### src/rtl/acorn128_auth_release_if.sv
// Host/core-side bundle for the ACORN-128 authentication gate.
// The master drives session and core results; the slave (the gate) returns plaintext and status.
interface acorn128_auth_release_if #(
  parameter int TAG_BITS = 128
);
  logic                start_in;
  logic [TAG_BITS-1:0] rx_tag_in;
  logic                core_ready_in;
  logic [TAG_BITS-1:0] core_text_in;
  logic [TAG_BITS-1:0] core_tag_in;
  logic                out_ready_in;
  logic [TAG_BITS-1:0] plaintext_out;
  logic                pt_valid_out;
  logic                auth_ok_out;
  logic                auth_fail_out;
  logic                timeout_out;
  logic                busy_out;

  modport master (
    output start_in, rx_tag_in, core_ready_in, core_text_in, core_tag_in, out_ready_in,
    input  plaintext_out, pt_valid_out, auth_ok_out, auth_fail_out, timeout_out, busy_out
  );

  modport slave (
    input  start_in, rx_tag_in, core_ready_in, core_text_in, core_tag_in, out_ready_in,
    output plaintext_out, pt_valid_out, auth_ok_out, auth_fail_out, timeout_out, busy_out
  );
endinterface

### src/rtl/acorn128_auth_release.sv
// Receiver-side tag check for acorn128_top decryption: constant-time tag compare,
// plaintext released only on a full match and zeroised on any failure.
module acorn128_auth_release #(
  parameter int TAG_BITS       = 128,
  parameter int CMP_WIDTH      = 32,
  parameter int TIMEOUT_CYCLES = 4096
) (
  input logic                    clk,
  input logic                    rst,
  acorn128_auth_release_if.slave bus
);
  localparam int NWORDS = TAG_BITS / CMP_WIDTH;
  localparam int IDX_W  = (NWORDS > 1) ? $clog2(NWORDS) : 1;
  localparam int CNT_W  = $clog2(TIMEOUT_CYCLES);
  localparam logic [IDX_W-1:0] IDX_LAST = IDX_W'(NWORDS - 1);
  localparam logic [CNT_W-1:0] CNT_LAST = CNT_W'(TIMEOUT_CYCLES - 1);

  typedef enum logic [2:0] {
    ST_IDLE,
    ST_WAIT,
    ST_COMPARE,
    ST_RELEASE,
    ST_FAIL
  } state_t;

  state_t              state;
  logic [TAG_BITS-1:0] rx_tag;
  logic [TAG_BITS-1:0] core_tag;
  logic [TAG_BITS-1:0] text;
  logic [TAG_BITS-1:0] plaintext;
  logic [CMP_WIDTH-1:0] diff;
  logic [IDX_W-1:0]    idx;
  logic [CNT_W-1:0]    cnt;
  logic                pt_valid;
  logic                auth_ok;
  logic                auth_fail;
  logic                timeout_flag;
  logic                busy;

  // Both tags shift down one word per compare cycle, so the low word is always the one compared.
  logic [CMP_WIDTH-1:0] diff_next;
  assign diff_next = diff | (rx_tag[CMP_WIDTH-1:0] ^ core_tag[CMP_WIDTH-1:0]);

  always_ff @(posedge clk) begin
    // NOTE: every register here uses <= so all state updates see the pre-edge values together.
    if (rst) begin
      state        <= ST_IDLE;
      rx_tag       <= '0;
      core_tag     <= '0;
      text         <= '0;
      plaintext    <= '0;
      diff         <= '0;
      idx          <= '0;
      cnt          <= '0;
      pt_valid     <= 1'b0;
      auth_ok      <= 1'b0;
      auth_fail    <= 1'b0;
      timeout_flag <= 1'b0;
      busy         <= 1'b0;
    end else begin
      unique case (state)
        ST_IDLE: begin
          if (bus.start_in) begin
            rx_tag       <= bus.rx_tag_in;
            auth_ok      <= 1'b0;
            auth_fail    <= 1'b0;
            timeout_flag <= 1'b0;
            cnt          <= '0;
            busy         <= 1'b1;
            state        <= ST_WAIT;
          end
        end
        ST_WAIT: begin
          if (bus.core_ready_in) begin
            text     <= bus.core_text_in;
            core_tag <= bus.core_tag_in;
            diff     <= '0;
            idx      <= '0;
            state    <= ST_COMPARE;
          end else if (cnt == CNT_LAST) begin
            auth_fail    <= 1'b1;
            timeout_flag <= 1'b1;
            state        <= ST_FAIL;
          end else begin
            cnt <= cnt + CNT_W'(1);
          end
        end
        ST_COMPARE: begin
          // No early exit: all words are always folded in before the verdict.
          diff     <= diff_next;
          rx_tag   <= rx_tag >> CMP_WIDTH;
          core_tag <= core_tag >> CMP_WIDTH;
          idx      <= idx + IDX_W'(1);
          if (idx == IDX_LAST) begin
            if (diff_next == '0) begin
              auth_ok   <= 1'b1;
              pt_valid  <= 1'b1;
              plaintext <= text;
              state     <= ST_RELEASE;
            end else begin
              auth_fail <= 1'b1;
              text      <= '0;
              state     <= ST_FAIL;
            end
          end
        end
        ST_RELEASE: begin
          if (bus.out_ready_in) begin
            pt_valid  <= 1'b0;
            plaintext <= '0;
            text      <= '0;
            busy      <= 1'b0;
            state     <= ST_IDLE;
          end
        end
        ST_FAIL: begin
          text  <= '0;
          busy  <= 1'b0;
          state <= ST_IDLE;
        end
        default: state <= ST_IDLE;
      endcase
    end
  end

  assign bus.plaintext_out = plaintext;
  assign bus.pt_valid_out  = pt_valid;
  assign bus.auth_ok_out   = auth_ok;
  assign bus.auth_fail_out = auth_fail;
  assign bus.timeout_out   = timeout_flag;
  assign bus.busy_out      = busy;
endmodule
### src/flat_wrapper.sv
// flat-port wrapper written by rule: the top's interface ports become plain ports
module acorn128_auth_release_flat 
#(
  parameter int TAG_BITS       = 128,
  parameter int CMP_WIDTH      = 32,
  parameter int TIMEOUT_CYCLES = 4096
)
  (clk, rst, bus_start_in, bus_rx_tag_in, bus_core_ready_in, bus_core_text_in, bus_core_tag_in, bus_out_ready_in, bus_plaintext_out, bus_pt_valid_out, bus_auth_ok_out, bus_auth_fail_out, bus_timeout_out, bus_busy_out);
  acorn128_auth_release_if #(.TAG_BITS(TAG_BITS)) bus_i ();
  input logic clk;
  input logic rst;
  input wire logic [$bits(bus_i.start_in)-1:0] bus_start_in;
  input wire logic [$bits(bus_i.rx_tag_in)-1:0] bus_rx_tag_in;
  input wire logic [$bits(bus_i.core_ready_in)-1:0] bus_core_ready_in;
  input wire logic [$bits(bus_i.core_text_in)-1:0] bus_core_text_in;
  input wire logic [$bits(bus_i.core_tag_in)-1:0] bus_core_tag_in;
  input wire logic [$bits(bus_i.out_ready_in)-1:0] bus_out_ready_in;
  output wire logic [$bits(bus_i.plaintext_out)-1:0] bus_plaintext_out;
  output wire logic [$bits(bus_i.pt_valid_out)-1:0] bus_pt_valid_out;
  output wire logic [$bits(bus_i.auth_ok_out)-1:0] bus_auth_ok_out;
  output wire logic [$bits(bus_i.auth_fail_out)-1:0] bus_auth_fail_out;
  output wire logic [$bits(bus_i.timeout_out)-1:0] bus_timeout_out;
  output wire logic [$bits(bus_i.busy_out)-1:0] bus_busy_out;
  assign bus_i.start_in = bus_start_in;
  assign bus_i.rx_tag_in = bus_rx_tag_in;
  assign bus_i.core_ready_in = bus_core_ready_in;
  assign bus_i.core_text_in = bus_core_text_in;
  assign bus_i.core_tag_in = bus_core_tag_in;
  assign bus_i.out_ready_in = bus_out_ready_in;
  assign bus_plaintext_out = bus_i.plaintext_out;
  assign bus_pt_valid_out = bus_i.pt_valid_out;
  assign bus_auth_ok_out = bus_i.auth_ok_out;
  assign bus_auth_fail_out = bus_i.auth_fail_out;
  assign bus_timeout_out = bus_i.timeout_out;
  assign bus_busy_out = bus_i.busy_out;
  acorn128_auth_release #(.TAG_BITS(TAG_BITS), .CMP_WIDTH(CMP_WIDTH), .TIMEOUT_CYCLES(TIMEOUT_CYCLES)) u_core (.clk(clk), .rst(rst), .bus(bus_i));
endmodule
### config.mk
export PLATFORM = sky130hd
export DESIGN_NAME = acorn128_auth_release_flat
export DESIGN_NICKNAME = d
export VERILOG_FILES = /design/src/rtl/acorn128_auth_release_if.sv /design/src/rtl/acorn128_auth_release.sv /design/src/flat_wrapper.sv
export SDC_FILE = /design/constraint.sdc
export NUM_CORES = 1
export LEC_CHECK = 0
export CELL_PAD_IN_SITES_DETAIL_PLACEMENT = 1
export CELL_PAD_IN_SITES_GLOBAL_PLACEMENT = 1
export CORE_ASPECT_RATIO = 0.8
export CORE_MARGIN = 2
export CORE_UTILIZATION = 36
export DETAILED_ROUTE_END_ITERATION = 16
export GPL_ROUTABILITY_DRIVEN = 0
export HOLD_SLACK_MARGIN = 0.1
export PLACE_DENSITY = 0.86
export RECOVER_POWER = 25
export SLEW_MARGIN = 20
export SYNTH_ARGS = -nofsm -noshare
export SYNTH_HDL_FRONTEND = slang
export SYNTH_SLANG_ARGS = --single-unit
### constraint.sdc
create_clock -name clk -period 3.2 [get_ports clk]
set_input_delay 0.8 -clock clk [delete_from_list [all_inputs] [get_ports clk]]
set_output_delay 0.8 -clock clk [all_outputs]
set_load 0.005 [all_outputs]
==> flow_summary.toml <==
[run_status]
run_status = "completed"

[critical_path]
critPathKind = "flop to flop"
cp-start-kind = "flop"
required_ps = 3710
reg2reg_from = "u_core.rx_tag[23]"
cp-startpoint = "u_core.rx_tag[23]"
cpPeakStageDelay_ps = 570
path_delay_family = "simple AND/OR/NAND/NOR gates"
crit_fanout = 47
crit_slowest_cell = "or4_1"
crit_path_cell_trace = "xor2_1, or4_1, or3_1, nor4_4, nand2_4, buf_4, o2bb2ai_1"
cp_num_buf_inv = 1
end_kind = "flop"
cp.arrival_ps = 3430

[clocking]
cts.path.max_buffers = 3
htreeDepth = 2
cts_setup_buffers = 0
cts-root-buf = "clkbuf_16"
cts.clk_slew.worst_paths_ps = 60
clk_latency_ps = 600
postCtsHoldBufs = 0
cts_tree = "built"
cts_num_sinks = 566
cts_resized = 0
cts_buffers = 56

[logic_synthesis]
synth_largest_area_cell = "dfxtp_1"
synth_area_um2 = 20400
seq_area_frac_synth_pct = 55.6
synth_seq_cells = 566
synth_top_family_by_area = "simple AND/OR/NAND/NOR gates"
ys_types = 42
synthXorXnorAreaFrac_pct = 1.81
synth_edf_count = 0
synth_nets = 2655
async_flop_share_pct = 0
syn_area_per_cell_um2 = 9.00
synth_compound_area_share_pct = 18.7
netlist_instances = 2264
synth.mux.area_fraction_pct = 0.0553
synth_ff_type = "dfxtp_1"
ys_warn_count = 0
synth_area_leaders = "dfxtp_1 56%, o2bb2ai_1 5.5%, o22ai_1 5.3%"
synth_fa_ha_area_share_pct = 0.123
yosys.area.top_type_share_pct = 55.6
synth_simple_gate_area_share_pct = 19.5

[sta]
hold_viol_final = 0
finalSetupTns_ps = 0
fin_crit_ps = 2920
clock_skew_ps = 27.5
hold_slack_ps = 457
relSlewSlack_pct = 25.6
drv_slew = 0
rsz0062_at_grt = "false"
post-route-period-util_pct = 91.2
max_clock_freq_mhz = 343
worst_slew_pin_slew_ps = 1100
setup_viol = 0

[power]
p_leak_uw = 0.0104
p_per_area_nw_per_um2 = 599
ir_worst_vdd_mv = 0.430

[hold_path]
hp-start = "u_core.core_tag[103]"
hold_class = "flop to flop"

[drt]
wirelength_mm = 73.0
antenna_left = 0
vias = 18800
wl_per_cell_um = 20.9
drc = 0
drtIter0Drc = 1195
drt_first_pass_iters = 5
vias_per_cell = 5.38

[grt]
antenna_found_initial = 5
grt_pass1_wl_mm = 114
track_usage_pct = 24.1
grt_max_degree = 194
grt_pass1_vias = 20200
overflow = 0

[finish]
mostFrequentLayoutCell = "dfxtp_1"
stdcell_count = 3486
final_cell_mix = "566 x dfxtp_1, 398 x clkdlybuf4s50_1, 268 x nand2_1, 242 x nor2_1, 185 x nor3_1"
layout-drive-gt1-share_pct = 5.19
synthToLayoutAreaGrowth_pct = 38.1
fillers = 6256
final_area_um2 = 28100
final_core_util_pct = 50.6
nets = 3081

[placed_design]
post-dp-hpwl_mm = 49.9
dp_cells = 3382
io_buffers = 521
dpl-instance-area_um2 = 26300

[die]
initial_core_util_pct = 36.6
dieArea_um2 = 58500
coreArea_um2 = 55600
io_pins = 522
rows = 77
die_h_um = 217
fp.dieW_um = 270

[flow_run]
drv_cap = 0
==> cell type report <==
class / instances / area (µm²) / share of cell area [%]
Multi-Input combinational cell: 1505 / 8240 / 29.3
Antenna cell: 2 / 5.00 / 0.0178
Sequential cell: 566 / 11300 / 40.3
Clock buffer: 80 / 1640 / 5.84
Clock inverter: 22 / 208 / 0.738
Tap cell: 750 / 938 / 3.34
Inverter: 4 / 15.0 / 0.0534
Timing Repair Buffer: 557 / 5750 / 20.4
==> final timing paths <==
| path | end | slack (ps) | cells after the start |
|---|---|---|---|
| worst min register to register | u_core.core_tag[103] | 460 | 2 |
| worst max register to register | u_core.bus.plaintext_out[39] | 280 | 7 |
| worst min-delay path | u_core.core_tag[103] | 460 | 2 |
| worst max-delay path | u_core.bus.plaintext_out[39] | 280 | 7 |
==> metal layers <==
metal / vias to the layer above / wire (µm) / part of all wire, % / global-route usage (%)
li1: 8837 / - / - / -
met1: 9285 / 29700 / 41 / 28.5
met2: 492 / 36700 / 50 / 43.4
met3: 134 / 4430 / 6.1 / 5.31
met4: 6 / 2180 / 3.0 / 7.91
met5: - / 45 / 0.062 / 0
==> logic make-up (layout without fill, tap and decap cells) <==
kind of cell,Yosys count,after routing
simple gates,874,874
compound gates,586,586
flops,566,566
buf+inv,193,663
xor+xnor,42,42
fa+ha+maj,2,2
mux,1,1
other cells,0,2
==> power by group <==
group	internal, µW	switching (µW)	leakage (µW)	total [µW]
Sequential	7510	309	0.00460	7820
Combinational	1060	1320	0.00491	2390
Clock	3810	2840	0.000915	6650
Total	12400	4470	0.0104	16900
==> sequential cells by signal, summed over array words and instances, names as in the netlist <==
signal and cells:
u_core.cnt 12, u_core.bus.pt_valid_out 1, u_core.idx 2, u_core.rx_tag 128
u_core.text 128, u_core.bus.plaintext_out 128, u_core.diff 32, u_core.bus.auth_ok_out 1
u_core.bus.auth_fail_out 1, u_core.state 3, u_core.bus.busy_out 1, u_core.core_tag 128
u_core.bus.timeout_out 1
==> synthesized netlist by cell type (4+ instances only) <==
master / instances
o2bb2ai_1: 128
xnor2_1: 6
inv_1: 4
buf_1: 16
o22ai_1: 174
clkbuf_1: 133
buf_2: 27
nor3_1: 186
o21ai_0: 14
nand4_1: 7
nand2_1: 272
xor2_1: 36
a22oi_1: 60
buf_6: 12
nor2_1: 244
nand2b_1: 130
nand3_1: 6
nor4_1: 15
dfxtp_1: 566
o21ai_1: 120
a21oi_1: 81
==> stage by stage <==
step	power [µW]	setup WS, ps
CTS	17000	355
global placement	10200	248
global route	17600	131
detailed placement	10300	106
floorplan	9170	888
finish	16900	283
==> tightest hold or removal path: stages (launching register included) <==
cell     delay (ps)
dfxtp_1         310
nand2_1          50
a21oi_1          50
No activity file was read; power rests on OpenSTA's default activity.
